<file path="config.mk">
export PLATFORM = sky130hd
export DESIGN_NAME = ctrl_pipe
export DESIGN_NICKNAME = d
export VERILOG_FILES = /design/src/rtl/ctrl_pkg.sv /design/src/rtl/ctrl_pipe_forward_unit.sv /design/src/rtl/ctrl_pipe.sv
export SDC_FILE = /design/constraint.sdc
export NUM_CORES = 1
export LEC_CHECK = 0
export CORE_AREA = 2 2 68 70
export CTS_CLUSTER_DIAMETER = 200
export DETAILED_ROUTE_END_ITERATION = 8
export DIE_AREA = 0 0 70 72
export PLACE_DENSITY = 0.79
export SLEW_MARGIN = 20
export SYNTH_ARGS = -nofsm -noshare
export SYNTH_HDL_FRONTEND = slang
export SYNTH_SLANG_ARGS = --single-unit
</file>
<file path="constraint.sdc">
create_clock -name clk_i -period 3.1 [get_ports clk_i]
set_clock_uncertainty 0.05 [all_clocks]
set_input_delay 0.775 -clock clk_i [delete_from_list [all_inputs] [get_ports clk_i]]
set_output_delay 0.775 -clock clk_i [all_outputs]
set_load 0.02 [all_outputs]
</file>
<file path="src/rtl/ctrl_pkg.sv">
// Shared types for the control pipeline: control bundle,
// stage-register layouts and forwarding/ALUOp encodings.
package ctrl_pkg;

  localparam int REG_W = 5;

  localparam logic [1:0] FWD_REG = 2'b00;
  localparam logic [1:0] FWD_WB  = 2'b01;
  localparam logic [1:0] FWD_MEM = 2'b10;

  localparam logic [1:0] ALU_ADD   = 2'b00;
  localparam logic [1:0] ALU_SUB   = 2'b01;
  localparam logic [1:0] ALU_FUNCT = 2'b10;

  typedef logic [REG_W-1:0] reg_idx_t;

  typedef struct packed {
    logic       reg_write;
    logic       mem_to_reg;
    logic       mem_read;
    logic       mem_write;
    logic       alu_src;
    logic [1:0] alu_op;
  } ctrl_t;

  typedef struct packed {
    ctrl_t    ctrl;
    reg_idx_t rs1;
    reg_idx_t rs2;
    reg_idx_t rd;
  } id_ex_t;

  typedef struct packed {
    logic     reg_write;
    logic     mem_to_reg;
    logic     mem_read;
    logic     mem_write;
    reg_idx_t rd;
  } ex_mem_t;

  typedef struct packed {
    logic     reg_write;
    logic     mem_to_reg;
    reg_idx_t rd;
  } mem_wb_t;

  localparam ctrl_t CTRL_BUBBLE = '{
    alu_op:  ALU_ADD,
    default: 1'b0
  };

  // x0 is hardwired to zero, so it never produces a match
  function automatic logic src_hit(
    input logic     wr,
    input reg_idx_t rd,
    input reg_idx_t rs
  );
    return wr && (rd != '0) && (rd == rs);
  endfunction

endpackage

</file>
<file path="src/rtl/ctrl_pipe_forward_unit.sv">
// EX operand forwarding selects from the MEM and WB
// destination registers; MEM wins over WB.
module forward_unit
  import ctrl_pkg::*;
(
  input  reg_idx_t   ex_rs1,
  input  reg_idx_t   ex_rs2,
  input  logic       mem_reg_write,
  input  reg_idx_t   mem_rd,
  input  logic       wb_reg_write,
  input  reg_idx_t   wb_rd,
  output logic [1:0] forward_a,
  output logic [1:0] forward_b
);

  always_comb begin
    forward_a = FWD_REG;
    if (src_hit(mem_reg_write, mem_rd, ex_rs1))
      forward_a = FWD_MEM;
    else if (src_hit(wb_reg_write, wb_rd, ex_rs1))
      forward_a = FWD_WB;
  end

  always_comb begin
    forward_b = FWD_REG;
    if (src_hit(mem_reg_write, mem_rd, ex_rs2))
      forward_b = FWD_MEM;
    else if (src_hit(wb_reg_write, wb_rd, ex_rs2))
      forward_b = FWD_WB;
  end

endmodule

</file>
<file path="src/rtl/ctrl_pipe.sv">
// Control bundle pipeline ID->EX->MEM->WB with load-use
// hazard detection, bubble insertion and branch flush.
module ctrl_pipe
  import ctrl_pkg::*;
(
  input  logic       clk_i,
  input  logic       rst_i,
  input  logic       stall_i,
  input  logic       RegWrite_i,
  input  logic       MemtoReg_i,
  input  logic       MemRead_i,
  input  logic       MemWrite_i,
  input  logic       ALUSrc_i,
  input  logic [1:0] ALUOp_i,
  input  logic [4:0] rs1_id_i,
  input  logic [4:0] rs2_id_i,
  input  logic [4:0] rd_id_i,
  input  logic       branch_taken_i,
  output logic       noop_o,
  output logic       pc_write_o,
  output logic       ifid_write_o,
  output logic       ifid_flush_o,
  output logic [1:0] ex_ALUOp_o,
  output logic       ex_ALUSrc_o,
  output logic [4:0] ex_rd_o,
  output logic [1:0] forward_a_o,
  output logic [1:0] forward_b_o,
  output logic       mem_MemRead_o,
  output logic       mem_MemWrite_o,
  output logic [4:0] mem_rd_o,
  output logic       wb_RegWrite_o,
  output logic       wb_MemtoReg_o,
  output logic [4:0] wb_rd_o
);

  id_ex_t  id_ex_q,  id_ex_d;
  ex_mem_t ex_mem_q, ex_mem_d;
  mem_wb_t mem_wb_q, mem_wb_d;
  ctrl_t   id_ctrl;
  logic    hazard;

  assign id_ctrl = {RegWrite_i, MemtoReg_i, MemRead_i,
                    MemWrite_i, ALUSrc_i, ALUOp_i};

  // Only register state and ID indices feed this, never the
  // bundle, so noop_o cannot loop back through the decoder.
  assign hazard = id_ex_q.ctrl.mem_read
               && (id_ex_q.rd != '0)
               && ((id_ex_q.rd == rs1_id_i)
                || (id_ex_q.rd == rs2_id_i));

  assign noop_o       = hazard;
  assign pc_write_o   = ~stall_i & ~hazard;
  assign ifid_write_o = ~stall_i & ~hazard;
  assign ifid_flush_o = branch_taken_i & ~hazard & ~stall_i;

  always_comb begin
    id_ex_d = id_ex_q;
    if (!stall_i) begin
      if (hazard) begin
        id_ex_d      = '0;
        id_ex_d.ctrl = CTRL_BUBBLE;
      end else begin
        id_ex_d.ctrl = id_ctrl;
        id_ex_d.rs1  = rs1_id_i;
        id_ex_d.rs2  = rs2_id_i;
        id_ex_d.rd   = rd_id_i;
      end
    end
  end

  always_comb begin
    ex_mem_d = ex_mem_q;
    if (!stall_i) begin
      ex_mem_d.reg_write  = id_ex_q.ctrl.reg_write;
      ex_mem_d.mem_to_reg = id_ex_q.ctrl.mem_to_reg;
      ex_mem_d.mem_read   = id_ex_q.ctrl.mem_read;
      ex_mem_d.mem_write  = id_ex_q.ctrl.mem_write;
      ex_mem_d.rd         = id_ex_q.rd;
    end
  end

  always_comb begin
    mem_wb_d = mem_wb_q;
    if (!stall_i) begin
      mem_wb_d.reg_write  = ex_mem_q.reg_write;
      mem_wb_d.mem_to_reg = ex_mem_q.mem_to_reg;
      mem_wb_d.rd         = ex_mem_q.rd;
    end
  end

  always_ff @(posedge clk_i or negedge rst_i) begin
    if (!rst_i) begin
      id_ex_q  <= '0;
      ex_mem_q <= '0;
      mem_wb_q <= '0;
    end else begin
      id_ex_q  <= id_ex_d;
      ex_mem_q <= ex_mem_d;
      mem_wb_q <= mem_wb_d;
    end
  end

  assign ex_ALUOp_o     = id_ex_q.ctrl.alu_op;
  assign ex_ALUSrc_o    = id_ex_q.ctrl.alu_src;
  assign ex_rd_o        = id_ex_q.rd;
  assign mem_MemRead_o  = ex_mem_q.mem_read;
  assign mem_MemWrite_o = ex_mem_q.mem_write;
  assign mem_rd_o       = ex_mem_q.rd;
  assign wb_RegWrite_o  = mem_wb_q.reg_write;
  assign wb_MemtoReg_o  = mem_wb_q.mem_to_reg;
  assign wb_rd_o        = mem_wb_q.rd;

  forward_unit u_fwd (
    .ex_rs1        (id_ex_q.rs1),
    .ex_rs2        (id_ex_q.rs2),
    .mem_reg_write (ex_mem_q.reg_write),
    .mem_rd        (ex_mem_q.rd),
    .wb_reg_write  (mem_wb_q.reg_write),
    .wb_rd         (mem_wb_q.rd),
    .forward_a     (forward_a_o),
    .forward_b     (forward_b_o)
  );

endmodule
</file>
==> flow_metrics.env, run 1 <==
export IMPL_coreArea_mm2=0.00426
export IMPL_fmax_mhz=330
export IMPL_ys_types=20
export IMPL_critical_path_max_stage_delay_ps=520
export IMPL_cap_violations=0
export IMPL_met2_usage_pct=32.3
export IMPL_antenna_found_initial=0
export IMPL_final_hold_violation_count=0
export IMPL_netlist_instances=174
export IMPL_grt_max_degree=40
export IMPL_path_clk_slew_ps=70
export IMPL_rsz0062_at_grt="false"
export IMPL_cp_required_ps=2270
export IMPL_fp_dieH_um=72
export IMPL_grt_pass1_wl_um=7600
export IMPL_final_cell_mix="45 x clkdlybuf4s50_1, 38 x dfrtp_1, 24 x a21oi_1"
export IMPL_slowest_stage="clkdlybuf4s50_1"
export IMPL_dr_pass1_iters=4
export IMPL_dieWidth_um=70
export IMPL_globalRouteMet3Util_pct=4.58
export IMPL_worstMarginPinSlew_ps=847
export IMPL_ctsLongestPathBuffers=2
export IMPL_powerDensity_mw_per_mm2=617
export IMPL_hpwl_um=3260
export IMPL_dp_cells=276
export IMPL_io_buffers=55
export IMPL_busiest_layer="met2"
export IMPL_crit_chain="clkdlybuf4s50_1, xnor2_1, nand2_1, o22ai_4, a21oi_1, clkdlybuf4s15_1"
export IMPL_finalCriticalPeriod_ps=3030
export IMPL_start_util_pct=47.4
export IMPL_cp_data_arrival_time_ps=2200
export IMPL_drtIter0Drc=53
export IMPL_drc_errors=0
export IMPL_finalWirelength_um=4570
export IMPL_grt_usage_pct=19.5
export IMPL_io_pins=56
export IMPL_drv_slew=0
export IMPL_hp_class="flop to flop"
export IMPL_layout_commonest_cell="clkdlybuf4s50_1"
export IMPL_rows=24
export IMPL_drive_above_1_share_pct=22.3
export IMPL_ys_ff_latch=38
export IMPL_cp_start_kind="primary input"
export IMPL_synth_warnings=0
export IMPL_synth_seq_area_share_pct=47.0
export IMPL_hold_buffers=0
export IMPL_dieArea_mm2=0.00504
export IMPL_final_cell_count_no_fill=285
export IMPL_period_share_pct=97.7
export IMPL_clk_root_buffer_cell="clkbuf_8"
export IMPL_setup_viol=0
export IMPL_post_drt_wl_per_cell_um=16.0
export IMPL_htree_levels=2
export IMPL_cp_max_fo=6
export IMPL_n_antenna_cell=0
export IMPL_power_leakage_nw=1.22
export IMPL_status="complete, no violations"
export IMPL_synthesis_nets=200
export IMPL_cts_tree="built"
export IMPL_grt_pass1_vias=1515
export IMPL_cts_sinks=38
export IMPL_final_antenna_net_count=0
export IMPL_syn2layout_area_growth_pct=36.4
export IMPL_gr_usage_met1_pct=25.6
export IMPL_overflow=0
export IMPL_utilization_pct=64.7
export IMPL_avgSynthCellArea_um2=11.6
export IMPL_cts_made_buffers=5
export IMPL_critPathKind="primary input to output port"
export IMPL_ir_worst_vdd_v=0.000355
export IMPL_gp_congestion=0.805
export IMPL_mappedNetlistArea_mm2=0.00202
export IMPL_clk_insertion_delay_late_ps=300
export IMPL_max_slew_margin_rel_pct=43.6
export IMPL_endpoint_kind="output port"
export IMPL_fin_nets=258
export IMPL_vias=1479
export IMPL_vias_per_cell=5.19
==> sequential cells by signal, summed over array words and instances (netlist names) <==
signal	cells
wb_MemtoReg_o	1
ex_ALUSrc_o	1
id_ex_q	14
ex_rd_o	5
wb_rd_o	5
mem_rd_o	5
mem_MemRead_o	1
mem_MemWrite_o	1
ex_mem_q	2
wb_RegWrite_o	1
ex_ALUOp_o	2
==> routing by layer <==
metal  vias up  wire length, um
met4         0               67
met1       716             2050
met2        45             2250
met3         6              202
li1        712                -
met5         -                0
==> worst max-delay path: cells and delay by family <==
kind	cells	cell delay, ps
buf+inv	2	810
compound gates	2	350
xor+xnor	1	140
simple gates	1	130
==> cell usage after synthesis <==
cell type | number | share of area [%]
a21oi_1 | 24 | 5.9
and2_1 | 1 | 0.31
buf_2 | 1 | 0.25
buf_4 | 13 | 4.8
buf_6 | 2 | 1.1
clkbuf_1 | 6 | 1.1
dfrtp_1 | 38 | 47
mux2_2 | 16 | 8.9
mux2i_1 | 22 | 11
nand2_1 | 2 | 0.37
nand2b_1 | 1 | 0.31
nand3_1 | 4 | 0.99
nor2b_4 | 1 | 0.68
nor4_1 | 4 | 1.2
o21a_1 | 1 | 0.37
o21ai_0 | 2 | 0.50
o22ai_1 | 1 | 0.31
or4_1 | 5 | 1.9
xnor2_1 | 16 | 6.9
xor2_1 | 14 | 6.1
==> path summary, 6_finish.rpt <==
kind / from / to / slack, ps / cells past startpoint
worst max-delay path: rs2_id_i[2] / ifid_flush_o / 70 / 6
worst min-delay path: mem_MemRead_o$_DFFE_PN0N_ / mem_MemRead_o$_DFFE_PN0N_ / 460 / 1
worst max register to register: ex_rd_o[1]$_DFFE_PN0N_ / id_ex_q[18]$_DFFE_PN0N_ / 1370 / 4
worst min register to register: mem_MemRead_o$_DFFE_PN0N_ / mem_MemRead_o$_DFFE_PN0N_ / 460 / 1
max in group asynchronous: rst_i / ex_mem_q[8]$_DFFE_PN0N_ / 1940 / 1
min in group asynchronous: rst_i / ex_rd_o[4]$_DFFE_PN0N_ / 530 / 1
==> through the flow <==
| stage | hold WS (ps) | worst slack (ps) | TNS (ps) | total power [mW] | area, um2 |
|---|---|---|---|---|---|
| 2_1_floorplan | 425 | 216 | 0 | 0.966 | 2020 |
| 3_3_place_gp | 437 | -264 | -793 | 1.17 | 2610 |
| 3_5_place_dp | 446 | -323 | -994 | 1.19 | 2610 |
| 4_1_cts | 464 | 3.10 | 0 | 1.72 | 2760 |
| 5_1_grt | 492 | 17.3 | 0 | 1.79 | 2760 |
| 6_report | 458 | 70.6 | 0 | 1.70 | 2760 |
==> layout make-up <==
cell class              instances  area [um2]
clock buffers                   6        82.6
flip-flops and latches         38         951
fillers                       339        1510
repair buffers                 73         656
multi-input cells             114         943
well taps                      52        65.1
clock inverters                 2        60.1
==> cell families after synthesis <==
group,count (synthesis),share of synthesized area [%]
multiplexers,38,19.8
flip-flops,38,47.0
XOR/XNOR,30,13.0
AO/OA/AOI/OAI,28,7.12
buffers and inverters,22,7.30
AND/OR/NAND/NOR,18,5.76
==> power by group <==
group          total (mW)  leakage [nW]  internal, mW  switching, mW
clock network       0.523        0.0714         0.343          0.180
registers           0.645         0.446         0.573         0.0727
logic               0.534         0.704         0.280          0.254
total                1.70          1.22          1.20          0.507
==> what timing repair did <==
| action | CTS | global route |
|---|---|---|
| pin swaps | 1 | 2 |
| resized for setup | 8 | 16 |
| endpoints found under the setup margin | 6 | 8 |
| setup buffers | 0 | 1 |
(Power assumes the default switching activity.)
==> run 2: changes to the inputs <==
--- a/config.mk
+++ b/config.mk
@@ -14,3 +14,4 @@
 export SYNTH_ARGS = -nofsm -noshare
 export SYNTH_HDL_FRONTEND = slang
 export SYNTH_SLANG_ARGS = --single-unit
+export TNS_END_PERCENT = 100
==> results of run 2 <==
Same layout as run 1: the final DEF is identical, and so are final timing and power.
